$ cat src/rtl/ram_pkg.sv
`default_nettype none
// ============================================================================
//  ram_pkg : shared constants and state encoding for 16x8 RAM client blocks
//  Revision: 1.0
// ============================================================================
package ram_pkg;

  localparam int RAM_AW    = 4;
  localparam int RAM_DW    = 8;
  localparam int RAM_DEPTH = 1 << RAM_AW;

  typedef enum logic [1:0] {
    ST_IDLE  = 2'd0,
    ST_RUN   = 2'd1,
    ST_DRAIN = 2'd2,
    ST_DONE  = 2'd3
  } state_t;

endpackage : ram_pkg
`default_nettype wire

$ cat src/rtl/ram_copy_master.sv
`default_nettype none
// ============================================================================
//  ram_copy_master : one-word-per-clock block copy / fill engine for a 16x8
//                    synchronous dual-port RAM with registered read data.
//  Revision: 1.0
// ============================================================================
module ram_copy_master
  import ram_pkg::*;
#(
  parameter int AW = RAM_AW,
  parameter int DW = RAM_DW
) (
  input  logic          clk,
  input  logic          reset,
  input  logic          start,
  input  logic          fill_en,
  input  logic [AW-1:0] src_addr,
  input  logic [AW-1:0] dst_addr,
  input  logic [AW:0]   len,
  input  logic [DW-1:0] fill_val,
  output logic          busy,
  output logic          done,
  output logic          ram_rd,
  output logic [AW-1:0] ram_r_add,
  output logic          ram_wr,
  output logic [AW-1:0] ram_w_add,
  output logic [DW-1:0] ram_din,
  input  logic [DW-1:0] ram_dout
);

  localparam logic [AW:0] c_depth = (AW+1)'(1 << AW);

  state_t        r_state;
  logic          r_fill;
  logic [DW-1:0] r_fill_val;
  logic [AW-1:0] r_src;
  logic [AW-1:0] r_dst;
  logic [AW:0]   r_cnt;
  logic          r_busy;
  logic          r_done;
  logic          r_rd;
  logic [AW-1:0] r_r_add;
  logic          r_wr;
  logic [AW-1:0] r_w_add;

  logic [AW:0]   w_len;

  assign w_len = (len > c_depth) ? c_depth : len;

  // r_src/r_dst hold the next address to issue; r_cnt counts words still to issue.
  always_ff @(posedge clk or negedge reset) begin
    if (!reset) begin
      r_state    <= ST_IDLE;
      r_fill     <= 1'b0;
      r_fill_val <= '0;
      r_src      <= '0;
      r_dst      <= '0;
      r_cnt      <= '0;
      r_busy     <= 1'b0;
      r_done     <= 1'b0;
      r_rd       <= 1'b0;
      r_r_add    <= '0;
      r_wr       <= 1'b0;
      r_w_add    <= '0;
    end else begin
      case (r_state)
        ST_IDLE: begin
          r_done <= 1'b0;
          r_rd   <= 1'b0;
          r_wr   <= 1'b0;
          r_busy <= 1'b0;
          if (start) begin
            r_fill     <= fill_en;
            r_fill_val <= fill_val;
            if (w_len == '0) begin
              r_src   <= src_addr;
              r_dst   <= dst_addr;
              r_cnt   <= '0;
              r_done  <= 1'b1;
              r_state <= ST_DONE;
            end else begin
              r_cnt   <= w_len - 1'b1;
              r_busy  <= 1'b1;
              r_state <= ST_RUN;
              if (fill_en) begin
                r_wr    <= 1'b1;
                r_w_add <= dst_addr;
                r_dst   <= dst_addr + 1'b1;
                r_src   <= src_addr;
              end else begin
                r_rd    <= 1'b1;
                r_r_add <= src_addr;
                r_src   <= src_addr + 1'b1;
                r_dst   <= dst_addr;
              end
            end
          end
        end

        ST_RUN: begin
          if (r_fill) begin
            if (r_cnt != '0) begin
              r_wr    <= 1'b1;
              r_w_add <= r_dst;
              r_dst   <= r_dst + 1'b1;
              r_cnt   <= r_cnt - 1'b1;
            end else begin
              r_wr    <= 1'b0;
              r_busy  <= 1'b0;
              r_done  <= 1'b1;
              r_state <= ST_DONE;
            end
          end else begin
            // Each cycle writes the word whose read was issued the cycle before.
            r_wr    <= 1'b1;
            r_w_add <= r_dst;
            r_dst   <= r_dst + 1'b1;
            if (r_cnt != '0) begin
              r_rd    <= 1'b1;
              r_r_add <= r_src;
              r_src   <= r_src + 1'b1;
              r_cnt   <= r_cnt - 1'b1;
            end else begin
              r_rd    <= 1'b0;
              r_state <= ST_DRAIN;
            end
          end
        end

        ST_DRAIN: begin
          r_wr    <= 1'b0;
          r_rd    <= 1'b0;
          r_busy  <= 1'b0;
          r_done  <= 1'b1;
          r_state <= ST_DONE;
        end

        ST_DONE: begin
          r_done  <= 1'b0;
          r_busy  <= 1'b0;
          r_rd    <= 1'b0;
          r_wr    <= 1'b0;
          r_state <= ST_IDLE;
        end

        default: begin
          r_done  <= 1'b0;
          r_busy  <= 1'b0;
          r_rd    <= 1'b0;
          r_wr    <= 1'b0;
          r_state <= ST_IDLE;
        end
      endcase
    end
  end

  assign busy      = r_busy;
  assign done      = r_done;
  assign ram_rd    = r_rd;
  assign ram_r_add = r_r_add;
  assign ram_wr    = r_wr;
  assign ram_w_add = r_w_add;
  assign ram_din   = r_fill ? r_fill_val : ram_dout;

endmodule : ram_copy_master
`default_nettype wire

$ cat config.mk
export PLATFORM = sky130hd
export DESIGN_NAME = ram_copy_master
export DESIGN_NICKNAME = d
export VERILOG_FILES = /design/src/rtl/ram_pkg.sv /design/src/rtl/ram_copy_master.sv
export SDC_FILE = /design/constraint.sdc
export NUM_CORES = 1
export LEC_CHECK = 0
export BUFFER_PORTS_ARGS = -buffer_cell sky130_fd_sc_hd__buf_2
export CAP_MARGIN = 30
export CORE_MARGIN = 2
export CORE_UTILIZATION = 45
export DETAILED_ROUTE_END_ITERATION = 10
export PLACE_DENSITY_LB_ADDON = 0.3
export SYNTH_ARGS = -nofsm -noshare
export SYNTH_HDL_FRONTEND = slang
export SYNTH_SLANG_ARGS = --single-unit
$ cat constraint.sdc
create_clock -name clk -period 3.85 [get_ports clk]
set_input_delay 0.5775 -clock clk [delete_from_list [all_inputs] [get_ports clk]]
set_output_delay 0.5775 -clock clk [all_outputs]
set_load 0.005 [all_outputs]
### After elaboration in Yosys (flattened, before gate mapping)

Index checks and enable logic that the tools add are counted.

* output and inout port bits: 20
* bits in registers: 36

* equal/unequal tests: 12
* $add $sub $neg: 6
* $lt $le $gt $ge: 1
* reduce and logical (&&, ||, !) cells: 13
* multiplexer cells: 57

Operators with widths (number)
* 4-bit two-way mux: 20
* 4-bit case mux with 2 select lines: 4
* 5-bit two-way mux: 4
* 1-bit two-way mux: 17
* 4-bit by 1-bit adder with 4-bit output (second input constant): 4
* 2-bit != test (second input constant): 8
* 2-bit two-way mux: 5
* 5-bit case mux with 2 select lines: 1
* 5-bit by 1-bit subtractor with 5-bit output (second input constant): 2
* 1-bit case mux with 3 select lines: 3
* 8-bit two-way mux: 1
* 2-bit case mux with 4 select lines: 1
* 2-bit AND reduction: 3
* 3-bit AND reduction: 2
* 6-bit AND reduction: 1
* 5-bit > comparator (second input constant): 1
* 5-bit logical NOT: 1
* 5-bit AND reduction: 1
* 5-bit nonzero test: 1
* 2-bit == test (second input constant): 2
* 1-bit case mux with 4 select lines: 1
* 4-bit AND reduction: 1
* 3-bit != test (second input constant): 1
* 2-bit by 1-bit == test with 1-bit output (second input constant): 1
* 3 further kinds: 3

### Depth between registers and ports, before layout

Gate-level depths: netlist of the first run.

* depth in word-level cells: 6
* mapped depth: 8

### Worst setup path after synthesis of the first run

No wires, ideal clock.

* kind: input to register
* from: input port len[4]
* to: register r_w_add[0] (netlist: ram_w_add[0])
* slack: 1.612 ns
* stages on the path: 6
* required time: 3.725 ns
* data arrival time: 2.113 ns
* library setup time: 0.125 ns
* cell sequence: nand2b_1 -> ha_1 -> nor4b_2 -> o32a_1 -> a21oi_1 -> mux2_2

* cells in the longest elaborated chain, start to end: 5

RTL lines
* start, declared: line ram_copy_master.sv:19 `input logic [AW:0] len,`
* 5-bit > comparator: line ram_copy_master.sv:48 `assign w_len = (len > c_depth) ? c_depth : len;`
* 5-bit two-way mux (*): line ram_copy_master.sv:48
* 5-bit logical NOT (*): line ram_copy_master.sv:75 `if (w_len == '0) begin`
* 2-bit != test (no source line) (*)
* 5-bit AND reduction (no source line) (*)
* end signal, assigned: line ram_copy_master.sv:87 `r_w_add <= dst_addr;`
* end signal, assigned: line ram_copy_master.sv:104 `r_w_add <= r_dst;`
* end signal, assigned: line ram_copy_master.sv:116 `r_w_add <= r_dst;`
* end, declared: line ram_copy_master.sv:44 `logic [AW-1:0] r_w_add;`

Every way passes the cells marked *; elsewhere a longest branch is shown, timed or not.
A chain may end at the register's enable or synchronous reset.

### Worst setup path in the final report of the first run

* from: register r_state[0]
* to: register r_w_add[3] (netlist: ram_w_add[3])

* cells in the longest elaborated chain, start to end: 3
* elaborated cells on any way between the ends: 9
* those cells by class: eq/ne: 5; mux: 1; reduce/logical: 3

RTL lines
* start, declared: line ram_copy_master.sv:33 `state_t r_state;`
* start signal, assigned: line ram_copy_master.sv:53 `r_state <= ST_IDLE;`
* start signal, assigned: line ram_copy_master.sv:80 `r_state <= ST_DONE;`
* start signal, assigned: line ram_copy_master.sv:84 `r_state <= ST_RUN;`
* 2-bit by 1-bit == test with 1-bit output or 2-bit logical NOT (tied branches): line ram_copy_master.sv:66 `case (r_state)`
* 3-bit != test (no source line), or another cell as far along
* 5-bit AND reduction (no source line)

Several ways; a longest one is shown, not always the timed one.

==> results.txt, run 1 <==
crit path launch: r_state[0]
Yosys cell types: 58
flops & latches, synth: 36
area delta synth->final: 17.56%
Core Area: 0.005075 sq mm
clk_lat worst skew: 0.29 ns
fmax: 379.2 MHz
drt first-iter violations: 130
PnR worst setup slack: 1.213 ns
htree depth: 2
Crit Path Class: reg2reg
design area: 0.002756 sq mm
final cycle utilization of the critical path: 68.50%
synth warn: 0
cell total after placement: 352
Die H: 76.19 microns
Max Buffers Root-to-Sink: 2
IO buf count: 52
CP Depth: 6
RR Endpoint: ram_w_add[3]
total grt overflow: 0
total iterations of the first detailed-routing run: 4
Final GP Congestion: 0.8671
Worst setup EP type: flip-flop
hold crit path type: in2async
Non-Filler Instances: 360
WL per Instance: 15.36 microns
IO Pins: 53
final WL: 5.529 mm
Root Buffer: clkbuf_8
initial core utilization: 46.20%
Final Net Count: 332
max-cap violations: 0
R2R depth: 6
worst path bufs/invs: 1
drt drc: 0
CP required: 4.03 ns
Post-synth EDFFs: 0
Final HPWL DP: 4.060 mm
Hold-fix buffers, CTS: 0
final hold vios: 0
slowest stage delay, CP: 0.44 ns
setup TNS: 0 ns
ys async rst share: 100.0%
relative max-transition margin: 45.61%
PwrDens: 735.6 mW/mm^2
vias in the first global route: 1962
layout cell share with drive strength beyond 1: 32.07%
CTS Buf Count: 5
status: completed
ys flop type: dfrtp_1
Post-DRT Antenna Nets: 0
Sink Count: 36
Setup Viol. Count Final: 0
initial antenna violation count: 0
Synth Instances: 238
area of the mapped netlist: 0.002345 sq mm
Reg clk slew, reported paths: 0.07 ns
Post-CTS Setup Inserts: 0
Final Slew Violations: 0
RSZ-0062 raised after global routing: false
Post-DP Area: 0.002663 sq mm
fillcell total: 490
vias per cell: 5.628
first-pass GRT wire length: 9.439 mm
DP Worst Slack: 1.156 ns
die width: 76.19 microns
Vias: 2026
Overall Global Routing Usage: 20.10%
crit-path cells: inv_1, ha_1, nand2_1, o32a_1, a21oi_1, mux2_2
reg-to-reg slack, setup: 1.21 ns
Synth Area per Inst: 9.852 sq um
syn nets: 281
sequential share of the synthesized area: 38.42%
Tmin final: 2.637 ns
CP max stage cell: ha_1
overall power: 2028 uW
CTS tree: built
R2R Path Start: r_state[0]
Row Count: 26
Max Clock Skew: 0.005577 ns
Worst Path Arrival: 2.81 ns
die area: 0.005804 sq mm
# resized after CTS: 0
Worst Tran Pin Value: 0.8159 ns
Sequential Area: 900.9 sq um
largest net degree at the start of global routing: 37
type of origin of the critical path: flip-flop
multi-input logic area: 0.001354 sq mm
peak supply drop: 332.3 uV
Leakage: 0.001278 uW
family with the most delay on the worst path: compound AO/OA/AOI/OAI gates
crit path to: ram_w_add[3]
crit-path max FO: 13
ant diodes: 0
-- sequential cells by signal, indices dropped and copies added (netlist names) --
signal and count:
r_src 4, r_cnt 5, r_dst 4, r_fill_val 8, r_fill 1, ram_w_add 4, r_state 2, busy 1
done 1, ram_rd 1, ram_wr 1, ram_r_add 4
-- final cells by class --
class | instances | share of cell area, %
clock buffer | 7 | 3.132
inverter | 10 | 1.362
tap | 70 | 3.177
multi-input combinational | 181 | 49.11
timing repair buffer | 55 | 10.26
sequential | 36 | 32.68
clock inverter | 1 | 0.2724
-- per-stage QoR --
| stage | util, % | hold WS (ns) |
|---|---|---|
| global placement | 52.47 | 0.4890 |
| floorplan | - | 0.2819 |
| finish | 54.31 | 0.3758 |
| detailed placement | 52.47 | 0.4906 |
| global route | 54.31 | 0.4406 |
| CTS | 54.31 | 0.4101 |
-- synthesized netlist by cell type, types with 6 or more instances --
library cell  number  area share [%]
nand2b_1           8             2.1
nor2_1             7             1.1
nand2_1           20             3.2
mux2_2            23              11
o21ai_0           11             2.3
dfrtp_1           36              38
a221o_1            6             2.6
and3_1             6             1.6
inv_1              9             1.4
ha_1              10             5.3
nor3_1             8             1.7
a21oi_1           15             3.2
-- worst reg2reg max path, stage by stage, from the launching register on --
cell and delay, ns:
dfrtp_1 0.42, inv_1 0.11, ha_1 0.44, nand2_1 0.40, o32a_1 0.41, a21oi_1 0.35
mux2_2 0.39
-- power breakdown --
| group | total, uW | internal (uW) | switching, uW | leakage [uW] |
|---|---|---|---|---|
| logic | 1020 | 495 | 525 | 0.000793 |
| registers | 723 | 561 | 163 | 0.000440 |
| clock network | 284 | 145 | 139 | 0.0000445 |
-- cell usage in the layout, fill, tap and decap left out, drive strengths merged, types with 2 or more instances in the layout --
master and count:
a211oi 2, mux2i 4, or4b 2, nor2b 4, nor4 2, o22ai 5, buf 55, nand2b 8
o31ai 3, mux2 23, inv 9, a21oi 15, nand2 20, o211ai 3, dfrtp 36, nand3 3
ha 10, a31oi 2, clkbuf 7, nand3b 2, o21ai 11, a21o 4, nand4b 2, nor2 9
nor3 8, nor4b 3, and3 7, a221o 6
-- cell families after synthesis --
logic type	Yosys count	share of synthesized area, %
XOR/XNOR	2	0.7472
multiplexers	27	12.75
buffers and inverters	21	3.842
flip-flops	36	38.42
AND/OR/NAND/NOR	78	19.53
adder cells (fa/ha/maj)	10	5.336
AO/OA/AOI/OAI	64	19.37
-- how the worst min path moves through the flow --
stage                         end  slack, ns  depth (start not counted)
detailed placement  r_fill_val[1]       0.49                          1
floorplan                    busy       0.28                          0
finish                   r_cnt[0]       0.38                          1
CTS                      r_cnt[4]       0.41                          1
global placement     ram_w_add[1]       0.49                          1
global route             r_cnt[4]       0.44                          1
-- layer usage --
metal  share of wire (%)  track usage (%)  up-vias
met3                 8.1            4.976        5
met5                   0                0        -
met1                  47            27.74      929
met2                  44            31.16       91
met4                0.92            6.545        0
li1                    -                -     1001
No activity file was read; power rests on OpenSTA's default activity.
==> run 2: changes to the inputs <==
- clock period: 3.85 -> 2.7 ns (I/O delays scaled with it)
==> results.txt, run 2 (synthesis results as in run 1) <==
status: completed
R2R Path Start: r_state[1]
final cycle utilization of the critical path: 81.04% (+13 points)
Non-Filler Instances: 364 (+1.1%)
most common cell after layout, fill and taps aside: buf_2
WL per Instance: 15.09 microns (-1.8%)
Sink Count: 36 (unchanged)
Hold-fix buffers, CTS: 0 (unchanged)
Vias: 2055 (+1.4%)
cell total after placement: 356 (+1.1%)
vias per cell: 5.646 (+0.32%)
# resized after CTS: 0 (unchanged)
crit path launch: r_state[1]
vias in the first global route: 1932 (-1.5%)
Die H: 76.19 microns (unchanged)
crit-path max FO: 7 (-6)
CTS tree: built
drt first-iter violations: 68 (-48%)
clk_lat worst skew: 0.29 ns (about the same)
CP required: 2.88 ns (-1.15 ns)
type of origin of the critical path: flip-flop
largest net degree at the start of global routing: 37 (unchanged)
Worst Tran Pin Value: 0.8059 ns (-0.01004 ns)
die width: 76.19 microns (unchanged)
max-cap violations: 0 (unchanged)
Max Buffers Root-to-Sink: 2 (unchanged)
htree depth: 2 (unchanged)
Root Buffer: clkbuf_8
ant diodes: 0 (unchanged)
Largest regs: r_fill_val x8, r_cnt x5
Row Count: 26 (unchanged)
Final GP Congestion: 0.8683 (+0.14%)
Post-DRT Antenna Nets: 0 (unchanged)
number of flip-flops in the largest register: 8 (unchanged)
relative max-transition margin: 46.28% (+0.67 points)
RSZ-0062 raised after global routing: false
initial antenna violation count: 0 (unchanged)
setup TNS: 0 ns (unchanged)
first-pass GRT wire length: 9.170 mm (-2.8%)
area delta synth->final: 19.58%
Tmin final: 2.188 ns (-0.4490 ns)
Reg with most FFs: r_fill_val
initial core utilization: 46.20% (unchanged)
Final Net Count: 336 (+1.2%)
final hold vios: 0 (unchanged)
Core Area: 0.005075 sq mm (unchanged)
final WL: 5.492 mm (-0.67%)
IO buf count: 52 (unchanged)
fmax: 457.0 MHz (+21%)
fillcell total: 467 (-4.7%)
drt drc: 0 (unchanged)
Max Clock Skew: 0.003698 ns (-0.001879 ns)
Final HPWL DP: 4.057 mm (about the same)
total grt overflow: 0 (unchanged)
reg-to-reg slack, setup: 0.51 ns (-0.70 ns)
Reg clk slew, reported paths: 0.08 ns (about the same)
commonest non-fill, non-tap cells in the layout: 52 x buf_2, 36 x dfrtp_1, 23 x mux2_2
Leakage: 0.001307 uW (+2.2%)
IO Pins: 53 (unchanged)
Post-CTS Setup Inserts: 0 (unchanged)
Setup Viol. Count Final: 0 (unchanged)
hold crit path type: in2async
total iterations of the first detailed-routing run: 4 (unchanged)
Worst Path Arrival: 2.37 ns (-0.44 ns)
Worst setup EP type: flip-flop
CTS Buf Count: 5 (unchanged)
Crit Path Class: reg2reg
PwrDens: 1066 mW/mm^2 (+45%)
Final Slew Violations: 0 (unchanged)
die area: 0.005804 sq mm (unchanged)
Overall Global Routing Usage: 19.60% (-0.50 points)
peak supply drop: 435.1 uV (+31%)
layout cell share with drive strength beyond 1: 33.33% (+1.3 points)
==> run 2: cell count changes in the layout (fill, tap and decap cells not counted) <==
cell       change
buf_4          +4
bufinv_16      +1
clkbuf_1       -1
clkbuf_8       -1
clkinv_2       +1
==> run 2: power breakdown <==
group	switching (uW)	internal [uW]
combinational	747	737
sequential	223	799
clock	210	273
==> run 2: final cells by class <==
class	instances	area (sq um)	area share, %
sequential	36	900.9	32.13
inverter	10	37.54	1.339
clock inverter	3	42.54	1.517
timing repair buffer	59	312.8	11.16
clock buffer	5	68.82	2.454
tap	70	87.58	3.124
multi-input combinational	181	1354	48.28
==> run 2: critical path, cell delays in order (launching register included) <==
cell     delay [ns]
dfrtp_1        0.40
inv_1          0.13
ha_1           0.34
nand2_1        0.12
o32a_1         0.30
a21oi_1        0.39
mux2_2         0.39
==> run 2: through the flow <==
stage / setup WS (ns) / util, % / total power (uW) / hold slack [ns] / area, sq um
2_1_floorplan: 0.6344 / - / 2050 / 0.1094 / 2345
3_3_place_gp: 0.3886 / 53.06 / 2473 / 0.4784 / 2693
4_1_cts: 0.5187 / 55.25 / 3005 / 0.2347 / 2804
6_report: 0.5118 / 55.25 / 2988 / 0.1857 / 2804
3_5_place_dp: 0.2949 / 53.06 / 2509 / 0.4667 / 2693
5_1_grt: 0.3659 / 55.25 / 3234 / 0.2841 / 2804
==> run 2: worst paths after layout <==
check | endpoint | cells past startpoint
min in group clk | r_fill_val[0] | 2
min reg2reg | busy | 2
max | ram_w_add[1] | 6
max reg2reg | ram_w_add[1] | 6
min | r_src[0] | 1
max in group asynchronous | r_cnt[2] | 1
==> run 2: layer usage <==
layer | GRT usage, % | part of all wire, % | vias up
li1 | - | - | 1005
met1 | 27.00 | 48 | 960
met2 | 30.09 | 44 | 76
met3 | 4.028 | 6.4 | 14
met4 | 8.364 | 2.0 | 0
met5 | 0 | 0 | -
